## config.mk

```make
export PLATFORM = sky130hd
export DESIGN_NAME = vga_timing
export DESIGN_NICKNAME = d
export VERILOG_FILES = /design/src/rtl/vga_timing.sv
export SDC_FILE = /design/constraint.sdc
export NUM_CORES = 1
export LEC_CHECK = 0
export ABC_AREA = 1
export CAP_MARGIN = 0
export CORE_UTILIZATION = 40
export CTS_BUF_LIST = sky130_fd_sc_hd__clkbuf_4
export DETAILED_ROUTE_END_ITERATION = 12
export PLACE_DENSITY = 0.68
export SLEW_MARGIN = 0
export SYNTH_ARGS = -nofsm -noshare
export SYNTH_HDL_FRONTEND = slang
export SYNTH_SLANG_ARGS = --single-unit
```

## constraint.sdc

```tcl
create_clock -name clk -period 3.63 [get_ports clk]
set_input_delay 0.5445 -clock clk [delete_from_list [all_inputs] [get_ports clk]]
set_output_delay 0.5445 -clock clk [all_outputs]
set_load 0.005 [all_outputs]
```

## src/rtl/vga_timing.sv

```systemverilog
// rtl/vga_timing.sv - VGA raster timing generator: pixel divider, h/v counters, registered sync/visible decode
module vga_timing #(
    parameter int CLK_DIV   = 2,
    parameter int H_VISIBLE = 640,
    parameter int H_FP      = 16,
    parameter int H_SYNC    = 96,
    parameter int H_BP      = 48,
    parameter int V_VISIBLE = 480,
    parameter int V_FP      = 10,
    parameter int V_SYNC    = 2,
    parameter int V_BP      = 33
) (
    input  logic       clk,
    input  logic       rst,
    output logic       hSync,
    output logic       vSync,
    output logic       bright,
    output logic [9:0] hPos,
    output logic [8:0] vPos,
    output logic       pixEn,
    output logic       frameStart
);

    localparam int H_TOTAL = H_VISIBLE + H_FP + H_SYNC + H_BP;
    localparam int V_TOTAL = V_VISIBLE + V_FP + V_SYNC + V_BP;
    localparam int DIV_W   = (CLK_DIV > 1) ? $clog2(CLK_DIV) : 1;

    localparam logic [DIV_W-1:0] DIV_LAST = DIV_W'(CLK_DIV - 1);
    localparam logic [DIV_W-1:0] DIV_ONE  = DIV_W'(1);

    localparam logic [9:0] H_LAST       = 10'(H_TOTAL - 1);
    localparam logic [9:0] V_LAST       = 10'(V_TOTAL - 1);
    localparam logic [9:0] H_VIS        = 10'(H_VISIBLE);
    localparam logic [9:0] V_VIS        = 10'(V_VISIBLE);
    localparam logic [9:0] H_SYNC_START = 10'(H_VISIBLE + H_FP);
    localparam logic [9:0] H_SYNC_END   = 10'(H_VISIBLE + H_FP + H_SYNC);
    localparam logic [9:0] V_SYNC_START = 10'(V_VISIBLE + V_FP);
    localparam logic [9:0] V_SYNC_END   = 10'(V_VISIBLE + V_FP + V_SYNC);
    localparam logic [8:0] V_POS_MAX    = 9'(V_VISIBLE - 1);

    logic [DIV_W-1:0] div;
    logic [9:0]       h_count;
    logic [9:0]       v_count;
    logic [9:0]       h_next;
    logic [9:0]       v_next;
    logic             tick;

    assign tick = (div == DIV_LAST);

    // Line wrap and frame wrap resolve together, so vCount moves at most once per tick.
    always_comb begin
        h_next = h_count + 10'd1;
        v_next = v_count;
        if (h_count == H_LAST) begin
            h_next = '0;
            v_next = (v_count == V_LAST) ? '0 : v_count + 10'd1;
        end
    end

    // Outputs decode the next-state counters so they change on the same edge as the counters.
    always_ff @(posedge clk) begin
        if (rst) begin
            div        <= '0;
            h_count    <= H_LAST;
            v_count    <= V_LAST;
            hPos       <= H_LAST;
            vPos       <= V_POS_MAX;
            bright     <= 1'b0;
            hSync      <= 1'b1;
            vSync      <= 1'b1;
            pixEn      <= 1'b0;
            frameStart <= 1'b0;
        end else begin
            pixEn      <= tick;
            frameStart <= tick && (h_next == '0) && (v_next == '0);
            if (tick) begin
                div     <= '0;
                h_count <= h_next;
                v_count <= v_next;
                hPos    <= h_next;
                vPos    <= (v_next < V_VIS) ? v_next[8:0] : V_POS_MAX;
                bright  <= (h_next < H_VIS) && (v_next < V_VIS);
                hSync   <= !((h_next >= H_SYNC_START) && (h_next < H_SYNC_END));
                vSync   <= !((v_next >= V_SYNC_START) && (v_next < V_SYNC_END));
            end else begin
                div <= div + DIV_ONE;
            end
        end
    end

endmodule

```

==> results of run 1 <==
stage by stage:
step	util (%)	cell area, sq um	total power [mW]	setup WS [ns]
after floorplan	-	1930	0.739	1.91
after global placement	49.7	2240	0.867	1.48
after detailed placement	49.7	2240	0.871	1.41
after CTS	50.7	2280	1.07	1.61
after global routing	50.7	2280	1.14	1.38
final	50.7	2280	1.06	1.59
flip-flops by register name (all words and copies together), names as in the netlist:
register and cells:
frameStart 1, vPos 9, v_count 10, pixEn 1, bright 1, div 1
vSync 1, hSync 1, h_count 10
layer usage:
| metal | vias to the layer above | global-route usage, % | share of wire (%) |
|---|---|---|---|
| met5 | - | 0 | 0 |
| met4 | 0 | 7.33 | 1.6 |
| met3 | 5 | 3.38 | 5.3 |
| met2 | 54 | 29.3 | 42 |
| met1 | 860 | 29.3 | 51 |
| li1 | 969 | - | - |
Yosys cell counts, types with 3 or more instances:
library cell / n
o21ai_2: 3
xor2_1: 4
o22ai_1: 11
nand3_1: 27
nand2_2: 3
clkbuf_1: 4
dfxtp_1: 35
a21oi_1: 7
nand2_1: 68
ha_1: 4
nand4_1: 3
inv_1: 43
nor2_1: 36
or2_2: 4
o21ai_0: 12
worst max path at each step:
stage	endpoint	start	slack (ns)
final	vSync$_SDFFE_PP1P_	h_count[0]$_SDFFE_PP1P_	1.59
after global routing	vSync$_SDFFE_PP1P_	h_count[0]$_SDFFE_PP1P_	1.38
after CTS	vSync$_SDFFE_PP1P_	h_count[0]$_SDFFE_PP1P_	1.61
after detailed placement	vPos[2]$_SDFFE_PP1P_	rst	1.41
after global placement	vSync$_SDFFE_PP1P_	rst	1.48
after floorplan	vPos[0]$_SDFFE_PP1P_	h_count[0]$_SDFFE_PP1P_	1.91
cell type report:
cell class | count | area, sq um | share of cell area (%)
multi-input combinational | 200 | 1040 | 45.4
sequential | 35 | 701 | 30.7
timing repair buffer | 27 | 265 | 11.6
inverter | 45 | 169 | 7.40
tap | 52 | 65.1 | 2.85
clock buffer | 5 | 37.5 | 1.64
clock inverter | 2 | 8.76 | 0.384
power by group:
group	switching [mW]	internal [mW]	leakage, nW
Combinational	0.256	0.155	0.753
Sequential	0.0347	0.421	0.286
Clock	0.128	0.0686	0.0285
kinds of logic after synthesis:
group,count (synthesis),synth area share [%]
xor gates and xnor gates,4,1.82
buffers and inverters,50,9.80
DFF,35,36.4
AOI/OAI and AO/OA,41,12.9
adders and majority gates,4,2.60
and+or+nand+nor,151,36.5
worst max-delay path: cells and delay by family (launching register included):
family                     cells  cell delay, ns
and+or+nand+nor                9            1.07
DFF                            1            0.43
adders and majority gates      1            0.23
buffers and inverters          2            0.21
==> metrics.yaml, run 1 <==
finish:
  instances_no_fill: 366
  area_growth_pct: 18.5
  final_cell_mix: "nand2_1 (68), inv_1 (43), nor2_1 (36)"
  n_fill_cell: 461
  drive_gt1_share_pct: 8.60
  nets: 320
  mostFrequentLayoutCell: "nand2_1"
  antenna-diode-count: 0
power:
  p_leak_nw: 1.07
  power_density_nw_per_um2: 466
  vdd_drop_max_uv: 270
placement:
  gp_congestion: 0.874
  dp_hpwl_mm: 3.50
  io_buffers: 25
  place_inst: 359
clock_network:
  ctsHoldBuffers: 0
  cts_sinks: 35
  worstSkewPairLatency_ns: 0.34
  cts_buffer_depth: 2
  path_clk_slew_ns: 0.10
  post_cts_buffers: 0
  cts.repair.resized: 0
  cts-root-buf: "clkbuf_4"
  cts_made_buffers: 5
  htree_num_levels: 2
  cts_tree: "built"
yosys:
  syn_inst: 285
  yosys_warnings: 0
  synth_top_area_cell: "dfxtp_1"
  ys_types: 31
  synth_edf_count: 0
  ys.flop_type: "dfxtp_1"
  yosysSeqAreaShare_pct: 36.4
  yosys.area.top_type_share_pct: 36.4
  synth_area_sq_um: 1930
  synth.area.top_cells: "dfxtp_1 (36%), nand2_1 (13%), inv_1 (8.4%)"
  synth-seq-cells: 35
  syn_area_per_cell_sq_um: 6.76
  synthesis.nets: 291
  async_reset_ff_share_pct: 0
routing:
  drt_first_pass_iters: 8
  drcViolationCount: 1
  finalWirelength_mm: 4.77
  vias: 1888
  drt-initial-drc-count: 117
  vias_per_cell: 5.16
  final_antenna_net_count: 0
  wl_per_cell_um: 13.0
global_route:
  grt_max_degree: 25
  grt_util_all_layers_pct: 20.0
  grt_pass1_vias: 1625
  grt_pass1_wl_mm: 7.85
  overflow: 0
  antenna_found_initial: 0
min_path:
  holdPathEnd: "bright$_SDFFE_PP0P_"
  min_path_type: "reg2reg"
  holdPathStages: 2
  min_from: "bright$_SDFFE_PP0P_"
floorplan:
  std_cell_rows: 24
  die_area_sq_um: 5100
  dieWidth_um: 71.4
  io_pins: 26
  die-height_um: 71.4
  start_util_pct: 42.8
  design.core.area_sq_um: 4500
critical_path:
  path_cells: "ha_1, nand2_2, nor2_8, nand3_4, inv_2, nand2_1, nand2_1, nand3_1, nor2_1, nand3_1, nand2_1, inv_1"
  crit_arrival_ns: 2.28
  crit_type: "reg2reg"
  reg2reg_from: "h_count[0]$_SDFFE_PP1P_"
  crit_fanout: 8
  timing.rr.end: "vSync$_SDFFE_PP1P_"
  worst_path_most_repeated_cell: "nand2_1"
  endpoint_kind: "flop"
  start_kind: "flop"
  cp.required_ns: 3.87
  worstRegToRegCells: 12
  crit_slowest_cell: "dfxtp_1"
  cpPeakStageDelay_ns: 0.43
  reg2reg_slack_ns: 1.59
job:
  drv_cap: 0
timing:
  setup_tns_ns: 0
  post-route-min-period_ns: 2.04
  whs_ns: 0.470
  skew_ns: 0.0131
  post-route-period-util_pct: 56.1
  rsz0062_at_grt: "false"
  fmax_mhz: 491
  setup_violations: 0
  slew_viol_final: 0
  worstMarginPinSlew_ns: 0.760
  finalHoldViolCount: 0
  max-slew-margin-rel_pct: 49.3
run_status:
  status: "finished with violations"
  violations: "DRC"
Power figures use the tool's default switching activity.
==> run 2, diff against run 1 <==
- PLACE_DENSITY: 0.68 -> 0.71
- clock period: 3.63 -> 1.82 ns (I/O delays scaled with it)
==> run 2 against run 1 <==
The flow now finishes without violations. Sequential cell count stayed put. Clock-buffer cell count stayed put. Routed wire length is 8.5% higher. Power is 110% higher. Utilization is 5.8 points higher. Sequential power is 99% higher. Clock power is 110% higher. Global-route usage is 1.4 points higher. Die area stayed put.
==> metrics.yaml, run 2 (same netlist as run 1, synthesis figures left out) <==
run_status:
  status: "finished, final reports clean"
global_route:
  overflow: 0  # unchanged
  grt_max_degree: 14  # -44%
  antenna_found_initial: 0  # unchanged
  grt_pass1_wl_mm: 8.40  # +7.0%
  grt_util_all_layers_pct: 21.4  # +1.4 points
  grt_pass1_vias: 1853  # +14%
critical_path:
  path_cells: "ha_4, nand2_4, nor2_8, nand3_4, o21ai_2, nand2_4, inv_1, nand2_1, nor2_1, nand3_1, nand2_1, inv_1"
  crit_fanout: 6  # -2
  start_kind: "flop"
  cpPeakStageDelay_ns: 0.37  # -0.06 ns
  cp.depth: 12  # unchanged
  crit_slowest_cell: "dfxtp_2"
  worstRegToRegCells: 12  # unchanged
  cp_top_family: "simple AND/OR/NAND/NOR gates"
  worst-path-buf-inv: 2  # unchanged
  endpoint_kind: "flop"
  crit_type: "reg2reg"
  cp.required_ns: 2.07  # -1.80 ns
  crit_arrival_ns: 1.97  # -0.31 ns
timing:
  post-route-period-util_pct: 94.4  # +38 points
  setup_slack_ns: 0.101  # -1.49 ns
  finalHoldViolCount: 0  # unchanged
  skew_ns: 0.0156  # +0.00248 ns
  worstMarginPinSlew_ns: 0.336  # -0.425 ns
  post-route-min-period_ns: 1.72  # -0.319 ns
  slew_viol_final: 0  # unchanged
  fmax_mhz: 582  # +19%
  setup_violations: 0  # unchanged
  max-slew-margin-rel_pct: 77.6  # +28 points
  rsz0062_at_grt: "true"
routing:
  finalWirelength_mm: 5.18  # +8.5%
  drcViolationCount: 0  # -1
  drt_first_pass_iters: 4  # -4
  vias_per_cell: 5.20  # +0.72%
  wl_per_cell_um: 13.3  # +2.1%
  drt-initial-drc-count: 191  # +63%
  vias: 2021  # +7.0%
  final_antenna_net_count: 0  # unchanged
placement:
  dp_slack_ns: -0.0515  # -1.47 ns
  gp_congestion: 0.992  # +14%
  io_buffers: 25  # unchanged
  dp_hpwl_mm: 3.86  # +10%
min_path:
  holdPathStages: 2  # unchanged
  min_path_type: "reg2reg"
floorplan:
  dieWidth_um: 71.4  # unchanged
  std_cell_rows: 24  # unchanged
  die_area_sq_um: 5100  # unchanged
  design.core.area_sq_um: 4500  # unchanged
  start_util_pct: 42.8  # unchanged
  io_pins: 26  # unchanged
  die-height_um: 71.4  # unchanged
finish:
  antenna-diode-count: 0  # unchanged
  area_growth_pct: 32.0
  mostFrequentLayoutCell: "nand2_1"
  fin_util_pct: 56.5  # +5.8 points
  final_cell_mix: "nand2_1 (65), inv_1 (43), nor2_1 (33)"
  top_regs: "h_count (10), v_count (10), vPos (9)"
  n_fill_cell: 436  # -5.4%
  multiInputGateArea_sq_um: 1110  # +7.0%
  nets: 342  # +6.9%
  drive_gt1_share_pct: 22.0  # +13 points
  seq_area_sq_um: 714  # +2.0%
clock_network:
  htree_num_levels: 2  # unchanged
  cts_sinks: 35  # unchanged
  worstSkewPairLatency_ns: 0.35  # about the same
  cts_buffer_depth: 2  # unchanged
  cts_made_buffers: 5  # unchanged
  path_clk_slew_ns: 0.10  # about the same
  cts-root-buf: "clkbuf_4"
  cts_tree: "built"
power:
  vdd_drop_max_uv: 546  # +100%
  power_density_nw_per_um2: 887  # +91%
  p_leak_nw: 1.19  # +12%
job:
  drv_cap: 0  # unchanged
==> run 2: worst paths after layout <==
kind                           start             endpoint  slack (ns)
max          h_count[0]$_SDFFE_PP1P_   vSync$_SDFFE_PP1P_        0.10
max reg2reg  h_count[0]$_SDFFE_PP1P_   vSync$_SDFFE_PP1P_        0.10
min reg2reg      bright$_SDFFE_PP0P_  bright$_SDFFE_PP0P_        0.46
min              bright$_SDFFE_PP0P_  bright$_SDFFE_PP0P_        0.46
==> run 2: timing repair <==
item / CTS / global route
setup endpoints to repair: 7 / 13
buffers inserted: 0 / 2
resized for setup: 2 / 28
pin swaps: 1 / 4
hold buffers: 0 / 0
==> run 2: worst reg2reg max path: cells and delay by family, from the launching register on <==
family,cells,cell delay (ns)
AO/OA/AOI/OAI,1,0.20
flip-flops,1,0.37
AND/OR/NAND/NOR,8,0.77
adder cells (fa/ha/maj),1,0.16
buffers and inverters,2,0.12
==> run 2: area by class of cell <==
type                       count  share of cell area [%]
clock inverter                 3                   0.590
inverter                      45                    6.74
timing repair buffer          49                    16.9
tap                           52                    2.56
sequential                    35                    28.1
clock buffer                   5                    1.48
multi-input combinational    200                    43.6
==> run 2: metal layers <==
layer	part of all wire [%]	GRT usage, %
met1	46	28.1
met5	0	0
met2	46	35.0
met3	5.6	3.80
met4	1.4	8.00
==> run 2: power by group <==
| group | switching [mW] | internal, mW | leakage [nW] |
|---|---|---|---|
| sequential | 0.0647 | 0.844 | 0.287 |
| clock | 0.270 | 0.144 | 0.0347 |
| combinational | 0.543 | 0.390 | 0.872 |
==> run 2: metrics by stage <==
step	setup TNS [ns]	hold WS, ns	area, sq um	total power, mW	std cells
CTS	0	0.464	2450	2.22	387
detailed placement	-0.148	0.444	2390	1.80	379
global route	-0.0609	0.497	2540	2.41	389
finish	0	0.460	2540	2.26	389
global placement	0	0.443	2390	1.80	379
floorplan	0	0.440	1930	1.47	285
==> run 3, diff against run 2 <==
- ABC_AREA: 1 -> not set
- PLACE_DENSITY: 0.71 -> 0.7
==> run 3 against run 2 <==
The flow now finishes with violations (setup timing). Routed wire length increased by 25%. Design area increased by 28%. Non-clock buffer count increased by 58. Critical path type unchanged. Largest cell class unchanged.
==> metrics.yaml, run 3 <==
critical_path:
  endpoint_kind: "flop"
  crit_arrival_ns: 2.27  # +0.30 ns
  crit_type: "reg2reg"
  crit_fanout: 5  # -1
  start_kind: "flop"
  cp.required_ns: 2.05  # -0.02 ns
job:
  drv_cap: 0  # unchanged
timing:
  post-route-period-util_pct: 112  # +18 points
  post-route-min-period_ns: 2.04  # +0.325 ns
  setup_slack_ns: -0.224  # -0.325 ns
  slew_viol_final: 0  # unchanged
  fmax_mhz: 489  # -16%
  whs_ns: 0.448  # -0.0121 ns
  finalHoldViolCount: 0  # unchanged
  worstMarginPinSlew_ns: 0.331  # -0.00485 ns
  max-slew-margin-rel_pct: 77.8  # +0.14 points
  setup_tns_ns: -1.43  # -1.43 ns
  skew_ns: 0.0159  # +0.000309 ns
  setup_violations: 14  # +14
  rsz0062_at_grt: "true"
power:
  power_density_nw_per_um2: 700  # -21%
  vdd_drop_max_uv: 492  # -9.8%
  p_leak_nw: 1.27  # +6.0%
clock_network:
  cts_made_buffers: 5  # unchanged
  cts-root-buf: "clkbuf_4"
  path_clk_slew_ns: 0.11  # about the same
  cts_tree: "built"
  worstSkewPairLatency_ns: 0.34  # about the same
  htree_num_levels: 2  # unchanged
  cts_buffer_depth: 2  # unchanged
  cts_sinks: 35  # unchanged
  ctsHoldBuffers: 0  # unchanged
routing:
  finalWirelength_mm: 6.46  # +25%
  drcViolationCount: 0  # unchanged
  wl_per_cell_um: 15.3  # +15%
  drt-initial-drc-count: 140  # -27%
  vias: 2310  # +14%
  final_antenna_net_count: 0  # unchanged
  vias_per_cell: 5.47  # +5.4%
  drt_first_pass_iters: 4  # unchanged
global_route:
  grt_util_all_layers_pct: 24.6  # +3.3 points
  overflow: 0  # unchanged
  grt_pass1_wl_mm: 10.2  # +21%
  antenna_found_initial: 0  # unchanged
  grt_pass1_vias: 2150  # +16%
  grt_max_degree: 29  # +15
min_path:
  min_path_type: "reg2reg"
yosys:
  yosysMostFrequentCell: "dfxtp_1"
  synth-seq-cells: 35  # unchanged
  ys.flop_type: "dfxtp_1"
  ys_types: 55  # +77%
  synth_edf_count: 0  # unchanged
  async_reset_ff_share_pct: 0  # unchanged
  yosys-top-cells-count: "dfxtp_1 (35), nor2_1 (28), nand2_1 (17)"
  syn_inst: 262  # -8.1%
  synth_area_sq_um: 2100  # +9.2%
  synth_top_area_cell: "dfxtp_1"
  synth.area.top_cells: "dfxtp_1 (33%), nor2_1 (5.0%), xnor2_1 (4.2%)"
  yosys.area.top_type_share_pct: 33.3  # -3.1 points
  synthesis.nets: 268  # -7.9%
  yosys_warnings: 0  # unchanged
  syn_area_per_cell_sq_um: 8.03  # +19%
  yosysSeqAreaShare_pct: 33.3  # -3.1 points
floorplan:
  dieWidth_um: 74.5  # +4.4%
  die-height_um: 74.5  # +4.4%
  io_pins: 26  # unchanged
  design.core.area_sq_um: 5070  # +13%
  start_util_pct: 41.5  # -1.3 points
  die_area_sq_um: 5560  # +9.0%
  std_cell_rows: 26  # +8.3%
finish:
  top_regs: "h_count (10), v_count (10), vPos (9)"
  area_growth_pct: 54.2
  instances_no_fill: 422  # +8.5%
  mostFrequentLayoutCell: "buf_4"
  final_cell_mix: "buf_4 (78), dfxtp_1 (25), clkdlybuf4s50_1 (25)"
  antenna-diode-count: 0  # unchanged
  drive_gt1_share_pct: 41.8  # +20 points
  nets: 357  # +4.4%
placement:
  io_buffers: 25  # unchanged
  gp_congestion: 0.963  # -2.9%
  dp_slack_ns: -0.308  # -0.256 ns
  place_inst: 398  # +5.0%
  dp_hpwl_mm: 4.51  # +17%
run_status:
  violations: "setup timing"
  status: "finished with violations"
run 3: cell count changes in the layout (fill, tap and decap cells not counted), moves of 6 or more:
| cell | delta |
|---|---|
| buf_4 | +54 |
| nand2_1 | -50 |
| inv_1 | -40 |
| nand3_1 | -12 |
| o22ai_1 | -10 |
| nor2_1 | -9 |
| xnor2_1 | +9 |
| a21oi_2 | +8 |
| nand4_1 | +8 |
| nor2b_1 | +7 |
| xor2_1 | +6 |
run 3: final cells by class:
| type | instances | area [sq um] |
|---|---|---|
| Multi-Input combinational cell | 197 | 1470 |
| Fill cell | 455 | 1830 |
| Tap cell | 70 | 87.6 |
| Clock buffer | 6 | 45.0 |
| Sequential cell | 35 | 728 |
| Inverter | 5 | 23.8 |
| Timing Repair Buffer | 107 | 881 |
| Clock inverter | 2 | 7.51 |
run 3: cells by family after synthesis:
kind of cell	after synthesis	share of synthesized area, %
XOR/XNOR	19	7.91
AND/OR/NAND/NOR	115	30.1
adder cells (fa/ha/maj)	4	2.38
flip-flops	35	33.3
multiplexers	1	0.535
buffers and inverters	30	6.60
AO/OA/AOI/OAI	58	19.1
run 3: per-stage QoR:
| step | cell area [sq um] | utilization (%) | power, mW |
|---|---|---|---|
| 3_5_place_dp | 2860 | 56.4 | 1.71 |
| 4_1_cts | 3130 | 61.6 | 2.21 |
| 3_3_place_gp | 2860 | 56.4 | 1.70 |
| 2_1_floorplan | 2180 | - | 1.37 |
| 5_1_grt | 3240 | 63.9 | 2.40 |
| 6_report | 3240 | 63.9 | 2.27 |
run 3: what timing repair did:
item / CTS / global route
pin swaps: 15 / 12
buffers inserted: 14 / 2
setup endpoints to repair: 17 / 19
gates resized for setup: 33 / 25
run 3: power breakdown:
part | switching, mW | internal [mW] | total, mW
combinational | 0.488 | 0.499 | 0.987
clock | 0.261 | 0.158 | 0.419
sequential | 0.0497 | 0.814 | 0.864
total | 0.798 | 1.47 | 2.27
run 3: path summary, 6_finish.rpt:
check / from / end / slack (ns) / cells past startpoint
setup / recovery: v_count[0]$_SDFFE_PP0P_ / bright$_SDFFE_PP0P_ / -0.22 / 6
hold / removal: vPos[5]$_SDFFE_PP0P_ / vPos[5]$_SDFFE_PP0P_ / 0.45 / 2
setup reg to reg: v_count[0]$_SDFFE_PP0P_ / bright$_SDFFE_PP0P_ / -0.22 / 6
hold reg to reg: vPos[5]$_SDFFE_PP0P_ / vPos[5]$_SDFFE_PP0P_ / 0.45 / 2
run 3: critical path, stage by stage (launching register included):
cell,delay (ns)
dfxtp_4,0.43
nand3_4,0.09
or4_4,0.49
or3_4,0.35
a31o_4,0.24
and2_4,0.16
a22o_1,0.17
run 3: per-layer routing:
metal	wire, um	track usage (%)	vias up
met5	0	0	-
met4	182	9.64	0
met3	282	4.74	18
met2	3210	43.9	78
met1	2790	28.9	1092
li1	-	-	1122
